**src/rtl/pipe_stage_skid_reg.sv**
```systemverilog
// ----------------------------------------------------------------------------
// pipe_stage_skid_reg
//
// Pipeline-stage register (IF/ID, ID/EX, ...) with a valid/ready handshake.
// A 2-entry skid buffer is used, so in_ready depends only on the state
// register and there is no combinational path from out_ready to in_ready.
// A flush loads a bubble. An occupancy output and a saturating stall
// counter are also provided.
//
// Ports:
//   clk        rising-edge clock
//   rst        asynchronous active-low reset
//   in_valid   upstream payload valid
//   in_ready   stage can accept a payload (state-derived)
//   in_data    upstream payload
//   out_valid  stage holds a valid payload (state-derived)
//   out_ready  downstream accepts the payload
//   out_data   payload to downstream; BUBBLE_VAL when out_valid=0
//   flush      synchronous flush: drop all entries, insert a bubble
//   clr_stats  synchronous clear of stall_cnt
//   occupancy  number of entries held (0, 1 or 2)
//   stall_cnt  cycles with out_valid=1 and out_ready=0, saturating
// ----------------------------------------------------------------------------
module pipe_stage_skid_reg #(
    parameter int                DATA_W     = 64,
    parameter logic [DATA_W-1:0] BUBBLE_VAL = {DATA_W{1'b0}},
    parameter int                CNT_W      = 16
) (
    input  logic              clk,
    input  logic              rst,
    input  logic              in_valid,
    output logic              in_ready,
    input  logic [DATA_W-1:0] in_data,
    output logic              out_valid,
    input  logic              out_ready,
    output logic [DATA_W-1:0] out_data,
    input  logic              flush,
    input  logic              clr_stats,
    output logic [1:0]        occupancy,
    output logic [CNT_W-1:0]  stall_cnt
);

    typedef enum logic [1:0] {
        EMPTY = 2'd0,
        ONE   = 2'd1,
        FULL  = 2'd2
    } state_t;

    state_t            state;
    logic [DATA_W-1:0] main_q;  // head entry, drives out_data
    logic [DATA_W-1:0] skid_q;  // second entry, meaningful only in FULL

    logic in_fire;
    logic out_fire;

    // Handshake outputs come from the state register alone, which keeps
    // out_ready from reaching in_ready combinationally.
    assign out_valid = (state != EMPTY);
    assign in_ready  = (state != FULL);
    assign out_data  = main_q;

    assign in_fire  = in_valid & in_ready;
    assign out_fire = out_valid & out_ready;

    always_comb begin
        // NOTE: default first so every path assigns occupancy; no latch.
        occupancy = 2'd0;
        case (state)
            ONE:     occupancy = 2'd1;
            FULL:    occupancy = 2'd2;
            default: occupancy = 2'd0;
        endcase
    end

    // NOTE: sequential state uses non-blocking assignments only.
    // NOTE: the payload registers are reset as well as the state, because
    // out_data must show BUBBLE_VAL whenever the stage is empty.
    always_ff @(posedge clk or negedge rst) begin
        if (!rst) begin
            state  <= EMPTY;
            main_q <= BUBBLE_VAL;
            skid_q <= BUBBLE_VAL;
        end else if (flush) begin
            // An out_fire in this cycle still completes downstream; any
            // in_fire payload is dropped.
            state  <= EMPTY;
            main_q <= BUBBLE_VAL;
            skid_q <= BUBBLE_VAL;
        end else begin
            case (state)
                EMPTY: begin
                    if (in_fire) begin
                        state  <= ONE;
                        main_q <= in_data;
                    end
                end
                ONE: begin
                    case ({in_fire, out_fire})
                        2'b11: main_q <= in_data;
                        2'b10: begin
                            state  <= FULL;
                            skid_q <= in_data;
                        end
                        2'b01: begin
                            state  <= EMPTY;
                            main_q <= BUBBLE_VAL;
                        end
                        default: ;
                    endcase
                end
                FULL: begin
                    // in_ready is low here, so only the drain case exists.
                    if (out_fire) begin
                        state  <= ONE;
                        main_q <= skid_q;
                        skid_q <= BUBBLE_VAL;
                    end
                end
                default: begin
                    state  <= EMPTY;
                    main_q <= BUBBLE_VAL;
                    skid_q <= BUBBLE_VAL;
                end
            endcase
        end
    end

    // Back-pressure counter: independent of flush, clear wins over increment.
    always_ff @(posedge clk or negedge rst) begin
        if (!rst) begin
            stall_cnt <= '0;
        end else if (clr_stats) begin
            stall_cnt <= '0;
        end else if (out_valid && !out_ready && !(&stall_cnt)) begin
            stall_cnt <= stall_cnt + 1'b1;
        end
    end

endmodule

```
**config.mk**
```make
export PLATFORM = sky130hd
export DESIGN_NAME = pipe_stage_skid_reg
export DESIGN_NICKNAME = d
export VERILOG_FILES = /design/src/rtl/pipe_stage_skid_reg.sv
export SDC_FILE = /design/constraint.sdc
export NUM_CORES = 1
export LEC_CHECK = 0
export ABC_AREA = 1
export BUFFER_PORTS_ARGS = -buffer_cell sky130_fd_sc_hd__buf_2
export CAP_MARGIN = 20
export CORE_MARGIN = 2
export CORE_UTILIZATION = 25
export DETAILED_ROUTE_END_ITERATION = 7
export HOLD_SLACK_MARGIN = 0.1
export PLACE_DENSITY_LB_ADDON = 0.12
export SLEW_MARGIN = 10
export SYNTH_ARGS = -nofsm -noshare
export SYNTH_HDL_FRONTEND = slang
export SYNTH_SLANG_ARGS = --single-unit
```
**constraint.sdc**
```tcl
create_clock -name clk -period 2.1 [get_ports clk]
set_clock_uncertainty 0.2 [all_clocks]
set_input_delay 0.21 -clock clk [delete_from_list [all_inputs] [get_ports clk]]
set_output_delay 0.21 -clock clk [all_outputs]
set_load 0.02 [all_outputs]
```
==> out/metrics.cfg, run 1 <==
[synth]
synthTopCellsByArea=dfrtp_1 53%, nand2_1 32%, o21ai_0 5.1%
synth_common_cells=579 x nand2_1, 146 x dfrtp_1, 70 x o21ai_0
synth_edf_count=0
yosys_register_bits=146
syn_nets=1003
seq_area_frac_synth_pct=53.2
synth_ff_type=dfrtp_1
yosys.area.top_type_share_pct=53.2
yosysWarningCount=0
synthCells=932
async_reset_ff_share_pct=100
ys_types=21
synth_area_sq_mm=0.00687
yosysTopAreaCell=dfrtp_1
synth.avg_cell_area_sq_um=7.37
synth_most_common_cell=nand2_1

[clock_network]
clockBufferDepth=2
post-cts-setup-buffers=0
cts.clk_slew.worst_paths_ps=70
cts_sinks=146
cts_tree=built
htreeDepth=4
cts_made_buffers=17
clk-insertion-delay-late_ps=430
root_buffer=clkbuf_16

[place]
dpl.hpwl_mm=13.1
gp_congestion=0.759
io_buffers=153
place_area_sq_mm=0.00820

[power_and_ir_drop]
vdd_drop_max_v=0.000629
leakage_uw=0.00500
power_density_mw_per_mm2=1070

[critical_path]
endpoint=in_ready
r2r-end=out_data[50]
crit_required_ps=1690
critPathTopFamily=buffers and inverters
end_kind=output port
crit_path_max_incr_delay_ps=470
path_max_fanout=34
path_class=flop to output port
regToRegSetupSlack_ps=190
worstReg2RegStart=state[0]
cp_cell_sequence=nor2_4 > buf_12 > inv_1 > buf_2
crit_path_start_kind=flop
slowest_stage=dfrtp_1
reg2regPathDepth=8
crit_buf_inv=3
startpoint=state[0]
crit_cells=4
arrival_ps=1620

[global_route]
grt_util_met1_pct=20.5
grt_max_degree=68
grt_util_all_layers_pct=15.2
top_usage_layer=met2
overflow=0
grt_use_met2_pct=24.8
gr-usage-met3_pct=3.13
grt_pass1_vias=6325
antenna_found_initial=0
grt_pass1_wl_mm=34.4

[detailed_routing]
vias_per_cell=4.31
drtPass1Iterations=5
postRouteAntennaNets=0
dr.first_iter.drc_count=458
drc=0
drt_wl_total_mm=21.8
wl_per_cell_um=14.5
routed-via-count=6498

[sta]
max_freq_mhz=493
setup_viol=0
worst_pin_slew_ps=511
rsz0062_at_grt=yes
slew_violations=0
relSlewSlack_pct=65.9
period_share_pct=96.7
finalHoldViolCount=0
holdWs_ps=82.0
layout_min_cycle_time_ps=2030

[floorplan]
initial_core_util_pct=25.5
core_sq_mm=0.0270
dieHeight_um=170
dieArea_sq_mm=0.0288
die_w_um=170
pin_count=154
rows=60

[cells_and_area]
fin_area_sq_mm=0.00948
nets=1226
layout-drive-gt1-share_pct=19.3
n_antenna_cell=0
area_delta_synth_final_pct=38.1

[min_path]
hold_class=input pin to asynchronous set/reset pin

[flow_run]
cap_violations=0

[run_status]
status=completed

## stage by stage
step                setup slack, ps  total power, uW  TNS, ps  utilization, %  instances
finish                         70.2            10100        0            35.2       1509
global route                  -4.97            10900    -5.43            35.2       1509
CTS                            10.3            10300        0            35.0       1508
detailed placement              183             7110        0            30.4       1408
global placement                217             7100        0            30.4       1408
floorplan                       105             5780        0               -        932
## metal layers
layer	wire length [um]	part of all wire, %
met1	10700	49
met4	179	0.82
met5	0	0
met3	761	3.5
met2	10200	47
## sequential cells by signal, indices dropped and copies added (netlist names)
register   count
skid_q        64
state          2
out_data      64
stall_cnt     16
## cells by family after synthesis
family / synth area share (%)
AND/OR/NAND/NOR: 35.6
XOR/XNOR: 0.638
buffers and inverters: 4.45
AO/OA/AOI/OAI: 5.90
adder cells (fa/ha/maj): 0.182
flip-flops: 53.2
## worst min path at each step
stage / to / cells past startpoint / slack [ps]
4_1_cts: out_data[55] / 2 / 110
6_report: out_data[61] / 2 / 80
2_1_floorplan: out_data[0] / 0 / -290
3_3_place_gp: out_data[54] / 1 / 9
5_1_grt: out_data[61] / 2 / 130
3_5_place_dp: out_data[61] / 1 / 6
## worst reg2reg max path: stages, from the launching register on
cell	delay, ps
dfrtp_1	470
nor2_4	240
nor2_1	90
or2_1	270
nand2_2	150
nor2_4	60
buf_6	200
nand2_1	100
nand2_1	50
## power breakdown
part | internal (uW) | switching [uW]
Clock | 1670 | 1320
Sequential | 3420 | 364
Combinational | 1060 | 2300
Total | 6160 | 3990
## cells in the final DEF (no fill, tap or decap), drive strengths merged, types with 8 or more instances in the layout
| cell | Yosys | routed |
|---|---|---|
| nand4 | 14 | 14 |
| o21ai | 71 | 71 |
| dlygate4sd3 | 0 | 68 |
| clkbuf | 20 | 19 |
| nand3 | 8 | 8 |
| nand2 | 579 | 579 |
| inv | 16 | 20 |
| nor2 | 33 | 33 |
| buf | 30 | 185 |
| dfrtp | 146 | 146 |
## area by class of cell
type	instances	area (sq um)
inverter	16	60.1
timing repair buffer	254	1830
clock buffer	18	439
multi-input combinational	720	2940
fill	2872	17500
tap	341	427
clock inverter	14	129
sequential	146	3650
## repair_timing
item,CTS,global route
gates resized for setup,0,4
endpoints found under the hold margin,285,0
setup endpoints to repair,0,36
hold buffers,68,0
(Power assumes the default switching activity.)
==> run 2, diff against run 1 <==
Settings changed: PLACE_DENSITY_LB_ADDON 0.12 to not set.
==> out/metrics.cfg, run 2 (synthesized netlist as in run 1, its figures left out) <==
[global_route]
grt_max_degree=68  ; unchanged
grt_util_all_layers_pct=14.8  ; was 15.2%
overflow=0  ; unchanged
grt_pass1_vias=6426  ; was 6325
antenna_found_initial=0  ; unchanged
grt_pass1_wl_mm=33.9  ; was 34.4 mm

[place]
io_buffers=153  ; unchanged
place_area_sq_mm=0.00821  ; was 0.00820 sq mm
gp_congestion=0.800  ; was 0.759
dpl.hpwl_mm=12.5  ; was 13.1 mm

[critical_path]
path_class=flop to output port  ; unchanged
startpoint=state[0]  ; unchanged
regToRegSetupSlack_ps=160  ; was 190 ps
crit_path_start_kind=flop  ; unchanged
slowest_stage=dfrtp_2  ; was dfrtp_1
path_max_fanout=67  ; was 34
crit_required_ps=1690  ; about the same
critPathTopFamily=buffers and inverters  ; unchanged
crit_buf_inv=3  ; unchanged
cp_cell_sequence=nor2_4 > buf_12 > inv_1 > buf_2  ; unchanged
r2r-end=out_data[26]  ; was out_data[50]
crit_path_max_incr_delay_ps=450  ; was 470 ps
worstReg2RegStart=state[0]  ; unchanged
crit_cells=4  ; unchanged
end_kind=output port  ; unchanged
endpoint=in_ready  ; unchanged
reg2regPathDepth=9  ; was 8
arrival_ps=1600  ; was 1620 ps

[clock_network]
root_buffer=clkbuf_16  ; unchanged
clockBufferDepth=2  ; unchanged
cts_tree=built  ; unchanged
clk-insertion-delay-late_ps=410  ; was 430 ps
cts.clk_slew.worst_paths_ps=70  ; about the same
cts_sinks=146  ; unchanged
cts_made_buffers=17  ; unchanged
htreeDepth=4  ; unchanged

[power_and_ir_drop]
power_density_mw_per_mm2=1050  ; was 1070 mW/mm^2
leakage_uw=0.00505  ; was 0.00500 uW
vdd_drop_max_v=0.000543  ; was 0.000629 V

[detailed_routing]
routed-via-count=6566  ; was 6498
drt_wl_total_mm=20.4  ; was 21.8 mm
wl_per_cell_um=13.5  ; was 14.5 um
postRouteAntennaNets=0  ; unchanged
drc=0  ; unchanged
drtPass1Iterations=4  ; was 5
dr.first_iter.drc_count=339  ; was 458
vias_per_cell=4.33  ; was 4.31

[cells_and_area]
nets=1235  ; was 1226
fin_area_sq_mm=0.00957  ; was 0.00948 sq mm
layout_common_cells=577 x nand2_1, 151 x buf_2, 145 x dfrtp_1, 69 x o21ai_0, 69 x dlygate4sd3_1  ; was 577 x nand2_1, 152 x buf_2, 146 x dfrtp_1, 70 x o21ai_0, 68 x dlygate4sd3_1
n_fill_cell=2806  ; was 2872
n_antenna_cell=0  ; unchanged
final_common_cell=nand2_1  ; unchanged
area_delta_synth_final_pct=39.3  ; was 38.1%
layout-drive-gt1-share_pct=20.1  ; was 19.3%

[sta]
slew_violations=0  ; unchanged
rsz0062_at_grt=no  ; was yes
setup_viol=0  ; unchanged
layout_min_cycle_time_ps=2010  ; was 2030 ps
worst_pin_slew_ps=638  ; was 511 ps
holdWs_ps=168  ; was 82.0 ps
period_share_pct=95.9  ; was 96.7%
max_freq_mhz=497  ; was 493 MHz
relSlewSlack_pct=57.3  ; was 65.9%
finalHoldViolCount=0  ; unchanged

[floorplan]
rows=60  ; unchanged
core_sq_mm=0.0270  ; unchanged
initial_core_util_pct=25.5  ; unchanged
pin_count=154  ; unchanged
dieArea_sq_mm=0.0288  ; unchanged
die_w_um=170  ; unchanged
dieHeight_um=170  ; unchanged

[run_status]
status=completed  ; unchanged

[min_path]
hold_class=input pin to flop  ; was input pin to asynchronous set/reset pin

[flow_run]
cap_violations=0  ; unchanged

## run 2: stage by stage
step | TNS, ps | setup WS (ps) | power, uW | instances | util (%)
after CTS | 0 | 6.99 | 10200 | 1515 | 35.2
final | 0 | 86.2 | 10100 | 1518 | 35.5
after detailed placement | -5050 | -107 | 7100 | 1412 | 30.5
after global placement | -2750 | -74.5 | 7050 | 1412 | 30.5
after floorplan | 0 | 105 | 5780 | 932 | -
after global routing | 0 | 3.10 | 10800 | 1518 | 35.5
## run 2: cell type report
class	instances	area, sq um	area share, %
flip-flops and latches	146	3650	38.2
multi-input cells	721	2960	30.9
repair buffers	262	1920	20.1
clock buffers	18	439	4.59
well taps	341	427	4.46
clock inverters	14	104	1.09
inverters	16	60.1	0.628
## run 2: layer usage
metal | wire length [um] | GRT usage, % | up-vias
met4 | 294 | 4.61 | 0
li1 | - | - | 3352
met5 | 0 | 0 | -
met3 | 850 | 3.26 | 14
met2 | 9370 | 24.2 | 141
met1 | 9930 | 19.4 | 3059
## run 2: power breakdown
| part | switching [uW] | total (uW) | internal [uW] |
|---|---|---|---|
| sequential | 346 | 3770 | 3420 |
| clock | 1310 | 2870 | 1560 |
| combinational | 2290 | 3460 | 1160 |
| total | 3940 | 10100 | 6150 |
## run 2: worst min-delay path, delay by kind of cell
family                 cells  cell delay (ps)
AND/OR/NAND/NOR            5              310
buffers and inverters      2              230
## run 2: worst min path at each step
stage / endpoint / cells past startpoint / slack, ps / start
6_report: stall_cnt[8] / 7 / 170 / out_ready
5_1_grt: stall_cnt[8] / 7 / 180 / out_ready
4_1_cts: stall_cnt[8] / 7 / 130 / out_ready
3_5_place_dp: skid_q[12] / 1 / -20 / rst
3_3_place_gp: skid_q[12] / 1 / -20 / rst
2_1_floorplan: out_data[0] / 0 / -290 / rst
## run 2: repair_timing
action / in CTS / in global routing
hold buffers: 70 / 0
pin swaps: 1 / 1
resized for setup: 5 / 8
buffers inserted: 0 / 3
endpoints found under the setup margin: 66 / 81
hold endpoints to repair: 289 / 0
gates cloned: 1 / 0
==> run 3, diff against run 2 <==
Settings changed: PLACE_DENSITY set to 0.45.
==> out/metrics.cfg, run 3 (synthesized netlist as in run 1, its figures left out) <==
[critical_path]
arrival_ps=1580  ; was 1600 ps
end_kind=output port  ; unchanged
reg2regPathDepth=9  ; unchanged
crit_path_start_kind=flop  ; unchanged
path_class=flop to output port  ; unchanged
path_max_fanout=34  ; was 67
cp_cell_sequence=inv_2 > nor2_4 > buf_12 > inv_1 > buf_2  ; was nor2_4 > buf_12 > inv_1 > buf_2
crit_required_ps=1690  ; about the same
crit_path_max_incr_delay_ps=440  ; was 450 ps
slowest_stage=dfrtp_2  ; unchanged

[global_route]
grt_util_all_layers_pct=15.2  ; was 14.8%
antenna_found_initial=0  ; unchanged
overflow=0  ; unchanged
grt_pass1_vias=6408  ; was 6426
grt_max_degree=56  ; was 68
grt_pass1_wl_mm=34.5  ; was 33.9 mm

[power_and_ir_drop]
vdd_drop_max_v=0.000551  ; was 0.000543 V
leakage_uw=0.00504  ; was 0.00505 uW
power_density_mw_per_mm2=1100  ; was 1050 mW/mm^2

[cells_and_area]
area_delta_synth_final_pct=39.4  ; was 39.3%
layout-drive-gt1-share_pct=19.8  ; was 20.1%
layout_common_cells=577 x nand2_1, 152 x buf_2, 143 x dfrtp_1, 70 x o21ai_0, 68 x dlygate4sd3_1  ; was 577 x nand2_1, 151 x buf_2, 145 x dfrtp_1, 69 x o21ai_0, 69 x dlygate4sd3_1
final_common_cell=nand2_1  ; unchanged
fin_area_sq_mm=0.00957  ; about the same
nets=1223  ; was 1235
n_antenna_cell=0  ; unchanged

[sta]
setup_viol=0  ; unchanged
fin_ws_ps=105  ; was 86.2 ps
period_share_pct=95.0  ; was 95.9%
layout_min_cycle_time_ps=1990  ; was 2010 ps
worst_pin_slew_ps=407  ; was 638 ps
holdWs_ps=146  ; was 168 ps
relSlewSlack_pct=72.9  ; was 57.3%
rsz0062_at_grt=no  ; unchanged
setup_tns_ps=0  ; unchanged
slew_violations=0  ; unchanged
max_freq_mhz=501  ; was 497 MHz
finalHoldViolCount=0  ; unchanged

[clock_network]
clk-insertion-delay-late_ps=420  ; was 410 ps
cts_sinks=146  ; unchanged
htreeDepth=4  ; unchanged
cts_made_buffers=17  ; unchanged
post-cts-setup-buffers=0  ; unchanged
root_buffer=clkbuf_16  ; unchanged
cts_tree=built  ; unchanged
clockBufferDepth=2  ; unchanged
cts.clk_slew.worst_paths_ps=70  ; about the same

[run_status]
status=completed  ; unchanged

[place]
gp_congestion=0.753  ; was 0.800
place_area_sq_mm=0.00817  ; was 0.00821 sq mm
preCtsSetupSlack_ps=67.3  ; was -107 ps
io_buffers=153  ; unchanged
dpl.hpwl_mm=12.9  ; was 12.5 mm

[floorplan]
core_sq_mm=0.0270  ; unchanged
dieHeight_um=170  ; unchanged
rows=60  ; unchanged
pin_count=154  ; unchanged
initial_core_util_pct=25.5  ; unchanged
die_w_um=170  ; unchanged
dieArea_sq_mm=0.0288  ; unchanged

[detailed_routing]
postRouteAntennaNets=0  ; unchanged
vias_per_cell=4.31  ; was 4.33
drc=0  ; unchanged
wl_per_cell_um=14.1  ; was 13.5 um
routed-via-count=6481  ; was 6566
drt_wl_total_mm=21.3  ; was 20.4 mm
dr.first_iter.drc_count=302  ; was 339
drtPass1Iterations=4  ; unchanged

[min_path]
hold_class=input pin to asynchronous set/reset pin  ; was input pin to flop

[flow_run]
cap_violations=0  ; unchanged

-- run 3: changes by cell type in the layout (fill, tap and decap cells not counted), moves of 2 or more --
cell	before	now
buf_12	11	9
buf_4	29	20
bufinv_16	0	5
clkinvlp_4	3	1
dfrtp_1	145	143
dfrtp_2	1	3
inv_6	6	2
nor2_1	30	28
nor2_2	1	3
o21ai_1	2	0
-- run 3: what timing repair did --
item	CTS	global route
endpoints found under the setup margin	2	80
resized for setup	0	10
hold buffers	69	0
hold endpoints to repair	281	0
pin swaps	0	0
cloned	1	0
-- run 3: metal layers --
| layer | up-vias | GRT usage [%] | share of wire [%] |
|---|---|---|---|
| met5 | - | 0 | 0 |
| met4 | 0 | 3.75 | 1.2 |
| met3 | 14 | 3.26 | 4.2 |
| met2 | 137 | 25.4 | 46 |
| met1 | 3002 | 20.2 | 49 |
| li1 | 3328 | - | - |
-- run 3: final cells by class --
type	instances	area (sq um)
clock inverter	13	208
timing repair buffer	251	1820
inverter	16	60.1
multi-input combinational	720	2970
tap	341	427
clock buffer	18	439
sequential	146	3660
fill	2871	17400
-- run 3: worst max-delay path: cells and delay by family, from the launching register on --
family                 cells  cell delay (ps)
buffers and inverters      4              550
flip-flops                 1              440
AND/OR/NAND/NOR            1              150
-- run 3: worst paths after layout --
path | startpoint | endpoint | slack, ps
max | state[1] | in_ready | 110
min in group clk | in_valid | state[1] | 160
min | rst | skid_q[12] | 150
min reg2reg | out_data[22] | out_data[22] | 270
max reg2reg | state[1] | out_data[53] | 200
max in group asynchronous | rst | skid_q[20] | 1220
-- run 3: report_power, final --
| part | internal, uW | total [uW] | switching (uW) | leakage [uW] |
|---|---|---|---|---|
| clock network | 2140 | 3410 | 1270 | 0.000317 |
| logic | 1080 | 3350 | 2280 | 0.00276 |
| registers | 3430 | 3780 | 355 | 0.00196 |
| total | 6640 | 10500 | 3900 | 0.00504 |
-- run 3: per-stage QoR --
step	util, %	total power, uW	instances
2_1_floorplan	-	5780	932
3_3_place_gp	30.3	7070	1404
3_5_place_dp	30.3	7080	1404
4_1_cts	35.4	10700	1505
5_1_grt	35.5	11300	1505
6_report	35.5	10500	1505
